## config.mk

```make
export PLATFORM = sky130hd
export DESIGN_NAME = regfile_write_port_flat
export DESIGN_NICKNAME = d
export VERILOG_FILES = /design/src/rtl/regfile_write_port_if.sv /design/src/rtl/regfile_write_port.sv /design/src/flat_wrapper.sv
export SDC_FILE = /design/constraint.sdc
export NUM_CORES = 1
export LEC_CHECK = 0
export ABC_AREA = 1
export CAP_MARGIN = 20
export CORE_AREA = 2 2 433 435
export DETAILED_ROUTE_END_ITERATION = 10
export DIE_AREA = 0 0 435 437
export GPL_TIMING_DRIVEN = 0
export PLACE_DENSITY = 0.46
export SYNTH_ARGS = -nofsm -noshare
export SYNTH_HDL_FRONTEND = slang
export SYNTH_SLANG_ARGS = --single-unit
```

## constraint.sdc

```tcl
create_clock -name clock -period 7.9 [get_ports clock]
set_input_delay 1.975 -clock clock [delete_from_list [all_inputs] [get_ports clock]]
set_output_delay 1.975 -clock clock [all_outputs]
set_load 0.02 [all_outputs]
```

## src/rtl/regfile_write_port_if.sv

```systemverilog
// Write-request handshake between a write-back source and the register-file write port.
interface regfile_write_port_if #(
    parameter int unsigned DATA_WIDTH = 32,
    parameter int unsigned ADDR_WIDTH = 5
);
    logic                  wr_valid;
    logic                  wr_ready;
    logic [ADDR_WIDTH-1:0] wr_addr;
    logic [DATA_WIDTH-1:0] wr_data;

    modport master (
        output wr_valid,
        output wr_addr,
        output wr_data,
        input  wr_ready
    );

    modport slave (
        input  wr_valid,
        input  wr_addr,
        input  wr_data,
        output wr_ready
    );
endinterface

```

## src/rtl/regfile_write_port.sv

```systemverilog
// Register-file write port: buffers write-back requests in a small FIFO and commits
// one entry per cycle into the architectural registers. r0 reads as constant zero.
module regfile_write_port #(
    parameter int unsigned DATA_WIDTH = 32,
    parameter int unsigned ADDR_WIDTH = 5,
    parameter int unsigned DEPTH      = 2
) (
    input  logic                                  clock,
    input  logic                                  reset,
    regfile_write_port_if.slave                   wr,
    input  logic                                  hold,
    output logic [(2**ADDR_WIDTH)*DATA_WIDTH-1:0] regs_flat,
    output logic [(2**ADDR_WIDTH)-1:0]            commit_en,
    output logic [$clog2(DEPTH+1)-1:0]            pending,
    output logic                                  busy
);
    localparam int unsigned NUM_REGS = 2**ADDR_WIDTH;
    localparam int unsigned PTR_W    = $clog2(DEPTH);
    localparam int unsigned CNT_W    = $clog2(DEPTH + 1);
    localparam logic [CNT_W-1:0] DEPTH_C = CNT_W'(DEPTH);

    // Write buffer storage and bookkeeping
    logic [ADDR_WIDTH-1:0] addr_q [DEPTH];
    logic [DATA_WIDTH-1:0] data_q [DEPTH];
    logic [PTR_W-1:0]      wptr_q, wptr_d;
    logic [PTR_W-1:0]      rptr_q, rptr_d;
    logic [CNT_W-1:0]      count_q, count_d;

    // Architectural registers r1..rN-1; r0 has no storage
    logic [DATA_WIDTH-1:0] regs_q [NUM_REGS-1:1];

    logic                  push;
    logic                  pop;
    logic [ADDR_WIDTH-1:0] head_addr;
    logic [DATA_WIDTH-1:0] head_data;

    // Ready comes from registered occupancy only, so full never passes a request through
    assign wr.wr_ready = (count_q < DEPTH_C);
    assign push        = wr.wr_valid && wr.wr_ready;
    assign pop         = (count_q != '0) && !hold;
    assign head_addr   = addr_q[rptr_q];
    assign head_data   = data_q[rptr_q];
    assign pending     = count_q;
    assign busy        = (count_q != '0);

    // Decode the head destination into a one-hot enable; r0 is never enabled
    always_comb begin
        commit_en = '0;
        if (pop) begin
            commit_en[head_addr] = 1'b1;
        end
        commit_en[0] = 1'b0;
    end

    // Next-state for pointers and occupancy; simultaneous push and pop keeps the count
    always_comb begin
        wptr_d  = wptr_q;
        rptr_d  = rptr_q;
        count_d = count_q;
        if (push) begin
            wptr_d = wptr_q + PTR_W'(1);
        end
        if (pop) begin
            rptr_d = rptr_q + PTR_W'(1);
        end
        case ({push, pop})
            2'b10:   count_d = count_q + CNT_W'(1);
            2'b01:   count_d = count_q - CNT_W'(1);
            default: count_d = count_q;
        endcase
    end

    // Buffer pointers and occupancy; reset discards anything still buffered
    always_ff @(posedge clock) begin
        if (reset) begin
            wptr_q  <= '0;
            rptr_q  <= '0;
            count_q <= '0;
        end else begin
            wptr_q  <= wptr_d;
            rptr_q  <= rptr_d;
            count_q <= count_d;
        end
    end

    // Buffer payload; contents are only meaningful while counted, so no reset is needed
    always_ff @(posedge clock) begin
        if (push && !reset) begin
            addr_q[wptr_q] <= wr.wr_addr;
            data_q[wptr_q] <= wr.wr_data;
        end
    end

    // Architectural registers load the head entry when enabled
    always_ff @(posedge clock) begin
        for (int unsigned i = 1; i < NUM_REGS; i++) begin
            if (reset) begin
                regs_q[i] <= '0;
            end else if (commit_en[i]) begin
                regs_q[i] <= head_data;
            end
        end
    end

    // Flatten the register file for the read-select muxes; r0 slice stays zero
    always_comb begin
        regs_flat = '0;
        for (int unsigned i = 1; i < NUM_REGS; i++) begin
            regs_flat[i*DATA_WIDTH +: DATA_WIDTH] = regs_q[i];
        end
    end
endmodule
```

## src/flat_wrapper.sv

```systemverilog
// flat-port wrapper written by rule: the top's interface ports become plain ports
module regfile_write_port_flat 
#(
    parameter int unsigned DATA_WIDTH = 32,
    parameter int unsigned ADDR_WIDTH = 5,
    parameter int unsigned DEPTH      = 2
)
  (clock, reset, hold, regs_flat, commit_en, pending, busy, wr_wr_valid, wr_wr_addr, wr_wr_data, wr_wr_ready);
  regfile_write_port_if #(.DATA_WIDTH(DATA_WIDTH), .ADDR_WIDTH(ADDR_WIDTH)) wr_i ();
  input  logic clock;
  input  logic reset;
  input  logic hold;
  output logic [(2**ADDR_WIDTH)*DATA_WIDTH-1:0] regs_flat;
  output logic [(2**ADDR_WIDTH)-1:0] commit_en;
  output logic [$clog2(DEPTH+1)-1:0] pending;
  output logic busy;
  input wire logic [$bits(wr_i.wr_valid)-1:0] wr_wr_valid;
  input wire logic [$bits(wr_i.wr_addr)-1:0] wr_wr_addr;
  input wire logic [$bits(wr_i.wr_data)-1:0] wr_wr_data;
  output wire logic [$bits(wr_i.wr_ready)-1:0] wr_wr_ready;
  assign wr_i.wr_valid = wr_wr_valid;
  assign wr_i.wr_addr = wr_wr_addr;
  assign wr_i.wr_data = wr_wr_data;
  assign wr_wr_ready = wr_i.wr_ready;
  regfile_write_port #(.DATA_WIDTH(DATA_WIDTH), .ADDR_WIDTH(ADDR_WIDTH), .DEPTH(DEPTH)) u_core (.clock(clock), .reset(reset), .wr(wr_i), .hold(hold), .regs_flat(regs_flat), .commit_en(commit_en), .pending(pending), .busy(busy));
endmodule
```

==> results of run 1 <==
[registers in the layout, indices dropped and copies added (netlist names), named ones only]
| name | count |
|---|---|
| u_core.wptr_q | 1 |
| u_core.data_q | 64 |
| u_core.addr_q | 10 |
| u_core.pending | 2 |
| u_core.regs_q | 992 |
| u_core.rptr_q | 1 |
[where the power goes]
group | internal, mW | switching, mW | leakage [nW]
clock | 3.23 | 2.51 | 1.93
combinational | 0.792 | 2.11 | 8.69
sequential | 6.53 | 0.0876 | 11.0
[metrics by stage]
| step | cell area, µm² | power, mW | hold WS [ps] | std cells | utilization |
|---|---|---|---|---|---|
| CTS | 59700 | 15.5 | 449 | 6390 | 0.323 |
| global route | 59700 | 15.7 | 467 | 6396 | 0.323 |
| finish | 59800 | 15.3 | 448 | 6409 | 0.323 |
| floorplan | 40300 | 7.92 | 426 | 2547 | - |
| global placement | 54100 | 9.57 | 435 | 6094 | 0.292 |
| detailed placement | 55700 | 9.74 | 445 | 6161 | 0.301 |
[final cells by class]
type	instances	area, µm²	area share
Sequential cell	1071	32100	0.537
Timing Repair Buffer	1136	11900	0.199
Multi-Input combinational cell	1218	6670	0.112
Clock buffer	172	3530	0.0590
Tap cell	2480	3100	0.0519
Buffer	237	1870	0.0313
Clock inverter	57	448	0.00750
Inverter	21	86.3	0.00144
Antenna cell	17	42.5	0.000712
[worst max-delay path: stages]
cell	delay (ps)
clkdlybuf4s50_1	490
nor2_8	270
nand3_1	570
clkbuf_1	470
buf_8	260
nor2_1	110
clkdlybuf4s50_1	820
[layout by cell type (no fill, tap or decap), drive strengths merged, types with 4 or more instances in the layout]
master | Yosys | layout
nor2 | 1041 | 1041
dfxtp | 5 | 5
a21oi | 4 | 4
nand3 | 36 | 36
clkbuf | 13 | 185
diode | 0 | 17
mux2i | 32 | 32
clkinv | 0 | 42
inv | 21 | 31
edfxtp | 1066 | 1066
o21ai | 37 | 37
clkdlybuf4s50 | 0 | 1067
buf | 224 | 293
nand2 | 32 | 32
conb | 1 | 33
[layer usage]
metal | global-route usage | wire length (µm) | up-vias
met5 | 0 | 69 | -
met4 | 0.0594 | 5280 | 12
met3 | 0.0534 | 13800 | 240
met2 | 0.345 | 98200 | 1123
met1 | 0.226 | 72900 | 13398
li1 | - | - | 11257
[kinds of logic (layout without fill, tap and decap cells)]
family,after synthesis,after routing
AOI/OAI and AO/OA,41,41
xor gates and xnor gates,1,1
adders and majority gates,1,1
buffers and inverters,258,1623
DFF,1071,1071
muxes,32,32
other,1,50
and+or+nand+nor,1110,1110
[path summary, 6_finish.rpt]
| kind | slack (ps) | depth (start not counted) | start | endpoint |
|---|---|---|---|---|
| worst min register to register | 450 | 1 | u_core.rptr_q | flop |
| worst max-delay path | 920 | 7 | hold | commit_en[30] |
| worst min-delay path | 450 | 1 | u_core.rptr_q | flop |
| worst max register to register | 4580 | 6 | u_core.addr_q[0][0] | u_core.regs_q[1][473] |
==> results.py, run 1 <==
metrics = {
    "sta": {
        "hold_viol": 0,
        "fin_setup_tns_ps": 0,
        "maxSlewHeadroom": 0.354,
        "fin_crit_sh": 0.883,
        "tightest_slew_ps": 942,
        "skew_ps": 36.1,
        "setup-violations-final": 0,
        "setup_slack_ps": 923,
        "rsz0062_at_grt": "no",
        "fmax_mhz": 143,
        "drv_slew": 0,
        "period_minus_slack_ps": 6980,
    },
    "final_layout": {
        "n_fill_cell": 18351,
        "area_growth_pct": 48.9,
        "drive_gt1_frac": 0.213,
        "nNetsFinal": 3858,
    },
    "route": {
        "post_drt_wl_per_cell_um": 29.7,
        "vias": 26030,
        "via_per_inst": 4.06,
        "drtIter0Drc": 2193,
        "drtPass1Iterations": 5,
        "wl_um": 190000,
        "drc": 0,
        "final_antenna_net_count": 0,
    },
    "global_routing": {
        "grt_usage": 0.194,
        "grt_remaining_overflow": 0,
        "antenna_found_initial": 24,
        "grt_pass1_vias": 25260,
        "grt_pass1_wl_um": 245000,
        "grt_start_max_net_pins": 26,
    },
    "synth": {
        "netlist_area_um2": 40100,
        "synth_enable_flop_cells": 1066,
        "yosysMostFrequentCell": "edfxtp_1",
        "ys.flop_type": "edfxtp_1",
        "async_reset_ff_frac": 0,
        "synth-compound-area-share": 0.00623,
        "ys_seq_area_frac": 0.800,
        "synthAdderAreaFrac": 0.000312,
        "avgSynthCellArea_um2": 16.0,
        "yosysWarningCount": 0,
        "synth_top_area_cell": "edfxtp_1",
        "synth.area.top_cells": "edfxtp_1 80%, nor2_1 7.4%, nor2_2 3.8%, buf_6 2.5%, nand3_4 1.3%",
        "yosys.area.top_type_share": 0.797,
        "ys_types": 29,
        "synth_cells": 2515,
        "ys_ff_latch": 1071,
        "synth_top_family_by_area": "simple AND/OR/NAND/NOR gates",
        "synth_xor_area_frac": 0.000218,
        "synth_commonest_cells": "1066 x edfxtp_1, 787 x nor2_1, 241 x nor2_2",
        "synth.area.mux_share": 0.00798,
        "yosys.area_share.simple": 0.137,
    },
    "floorplanning": {
        "rows": 158,
        "core_region_area_um2": 185000,
        "dieWidth_um": 435,
        "die_h_um": 437,
        "die_area_um2": 190000,
        "start_util": 0.217,
        "ios": 1101,
    },
    "critical_path": {
        "worstSetupPathType": "primary input to primary output",
        "cp_data_arrival_time_ps": 5000,
        "worstPathRequired_ps": 5930,
        "path_max_fanout": 10,
        "startpoint_type": "primary input",
        "crit_path_end_kind": "primary output",
    },
    "placed_design": {
        "post-place-ws_ps": 900,
        "gp_congestion": 0.805,
        "dp_hpwl_um": 145000,
        "port_buffers": 1067,
    },
    "clock_network": {
        "cts.sink_count": 1071,
        "clkTransAtPathRegs_ps": 50,
        "post_cts_resized": 0,
        "postCtsSetupRepairBufs": 0,
        "clk-insertion-delay-late_ps": 800,
        "cts_root_buf": "clkbuf_16",
        "clock_path_buffers": 3,
        "htreeDepth": 4,
        "numCtsBuffers": 131,
        "cts_tree": "yes",
        "hold_buffers": 0,
    },
    "power_and_ir_drop": {
        "cellPowerDensity_nw_per_um2": 255,
        "ir_worst_vdd_mv": 0.197,
        "p_leak_nw": 21.6,
    },
    "run_status": {
        "status": "complete, no violations",
    },
    "hold_path": {
        "hold_class": "flop to flop",
    },
    "flow_run": {
        "drv_cap": 0,
    },
}
Note: power is estimated with default switching activity, not from simulation.
==> run 2: changes to the inputs <==
Settings changed: CORE_AREA 2 2 433 435 to 2 2 424 426, DIE_AREA 0 0 435 437 to 0 0 426 428, PLACE_DENSITY 0.46 to 0.48.
==> results.py, run 2 (synthesized netlist as in run 1, its figures left out) <==
metrics = {
    "run_status": {
        "status": "complete, no violations",
    },
    "clock_network": {
        "htreeDepth": 3,
        "clk-insertion-delay-late_ps": 760,
        "clkTransAtPathRegs_ps": 60,
        "clock_path_buffers": 3,
        "cts_tree": "yes",
        "numCtsBuffers": 120,
        "cts.sink_count": 1071,
        "postCtsSetupRepairBufs": 0,
        "cts_root_buf": "clkbuf_16",
        "hold_buffers": 0,
        "post_cts_resized": 0,
    },
    "route": {
        "drtPass1Iterations": 5,
        "post_drt_wl_per_cell_um": 30.3,
        "vias": 26139,
        "wl_um": 190000,
        "drtIter0Drc": 2185,
        "final_antenna_net_count": 0,
        "drc": 0,
        "via_per_inst": 4.17,
    },
    "power_and_ir_drop": {
        "sequentialPowerShare": 0.439,
        "ir_worst_vdd_mv": 0.170,
        "switchingPower_mw": 4.65,
        "swShare": 0.308,
        "pwr-share-comb": 0.193,
        "pwr-share-clk": 0.368,
        "p_leak_nw": 21.5,
        "cellPowerDensity_nw_per_um2": 254,
        "p_int_mw": 10.4,
    },
    "global_routing": {
        "grt_remaining_overflow": 0,
        "grt_pass1_wl_um": 245000,
        "grt_usage": 0.202,
        "grt_start_max_net_pins": 27,
        "grt_pass1_vias": 25332,
        "antenna_found_initial": 41,
    },
    "critical_path": {
        "worstSetupPathType": "primary input to primary output",
        "path_max_fanout": 10,
        "regToRegStartpoint": "u_core.addr_q[0][0]",
        "crit_path_end_kind": "primary output",
        "startpoint_type": "primary input",
        "cp_data_arrival_time_ps": 4880,
        "worstPathRequired_ps": 5930,
        "cp-startpoint": "hold",
    },
    "floorplanning": {
        "core_region_area_um2": 178000,
        "ios": 1101,
        "rows": 155,
        "die_h_um": 428,
        "die_area_um2": 182000,
        "dieWidth_um": 426,
        "start_util": 0.226,
    },
    "hold_path": {
        "hold_class": "flop to flop",
        "hold_path_startpoint": "u_core.rptr_q",
    },
    "sta": {
        "drv_slew": 0,
        "fmax_mhz": 146,
        "fin_setup_tns_ps": 0,
        "rsz0062_at_grt": "no",
        "tightest_slew_ps": 1020,
        "fin_crit_sh": 0.867,
        "maxSlewHeadroom": 0.322,
        "skew_ps": 27.4,
        "hold_viol": 0,
        "period_minus_slack_ps": 6850,
        "setup-violations-final": 0,
    },
    "final_layout": {
        "nNetsFinal": 3845,
        "layout_common_cells": "1067 x clkdlybuf4s50_1, 1066 x edfxtp_1, 786 x nor2_1",
        "largest_reg_flops": 992,
        "reg_top3": "u_core.regs_q x992, u_core.data_q x64, u_core.addr_q x10",
        "design_area_um2": 59400,
        "drive_gt1_frac": 0.213,
        "area_growth_pct": 47.9,
        "final_common_cell": "clkdlybuf4s50_1",
        "top_register": "u_core.regs_q",
    },
    "placed_design": {
        "gp_congestion": 0.824,
        "dp_hpwl_um": 143000,
        "port_buffers": 1067,
        "dpl_cell_area_um2": 55500,
    },
    "flow_run": {
        "drv_cap": 0,
    },
}
## run 2: layer usage
metal	wire length, µm	global-route usage	up-vias
met5	95	0	-
met2	96000	0.350	1163
met3	13500	0.0503	228
met4	5430	0.0633	16
met1	74600	0.246	13526
li1	-	-	11206
## run 2: critical path, stage by stage
cell	delay [ps]
clkdlybuf4s50_1	490
nor2_8	280
nand3_1	600
clkbuf_1	490
buf_8	260
nor2_1	130
clkdlybuf4s50_1	630
## run 2: final timing paths
| check | end | slack [ps] | cells past startpoint |
|---|---|---|---|
| max | commit_en[30] | 1050 | 7 |
| min | u_core.rptr_q | 460 | 1 |
| max reg2reg | u_core.regs_q[1][458] | 4580 | 6 |
| min reg2reg | u_core.rptr_q | 460 | 1 |
## run 2: cell type report
class | instances | area [µm²]
clock buffers | 146 | 3100
repair buffers | 1134 | 11800
clock inverters | 77 | 692
well taps | 2355 | 2950
fillers | 17568 | 118000
diodes | 9 | 22.5
inverters | 21 | 86.3
plain buffers | 237 | 1870
multi-input cells | 1218 | 6690
flip-flops and latches | 1071 | 32100
## run 2: power groups by stage
stage / Clock (mW) / Sequential (mW) / Combinational (mW)
finish: 5.55 / 6.62 / 2.92
CTS: 5.68 / 6.62 / 3.01
floorplan: 0 / 7.06 / 0.856
global placement: 0 / 6.78 / 2.78
global route: 5.86 / 6.64 / 3.03
detailed placement: 0 / 6.74 / 3.00
## run 2: per-stage QoR
| stage | hold slack (ps) | worst slack, ps | total power, mW | instances | utilization |
|---|---|---|---|---|---|
| after global placement | 435 | -1140 | 9.57 | 5969 | 0.303 |
| after detailed placement | 449 | 1000 | 9.74 | 6034 | 0.313 |
| after CTS | 459 | 985 | 15.3 | 6257 | 0.334 |
| after global routing | 491 | 955 | 15.5 | 6265 | 0.334 |
| final | 462 | 1050 | 15.1 | 6268 | 0.334 |
| after floorplan | 426 | 2550 | 7.92 | 2547 | - |
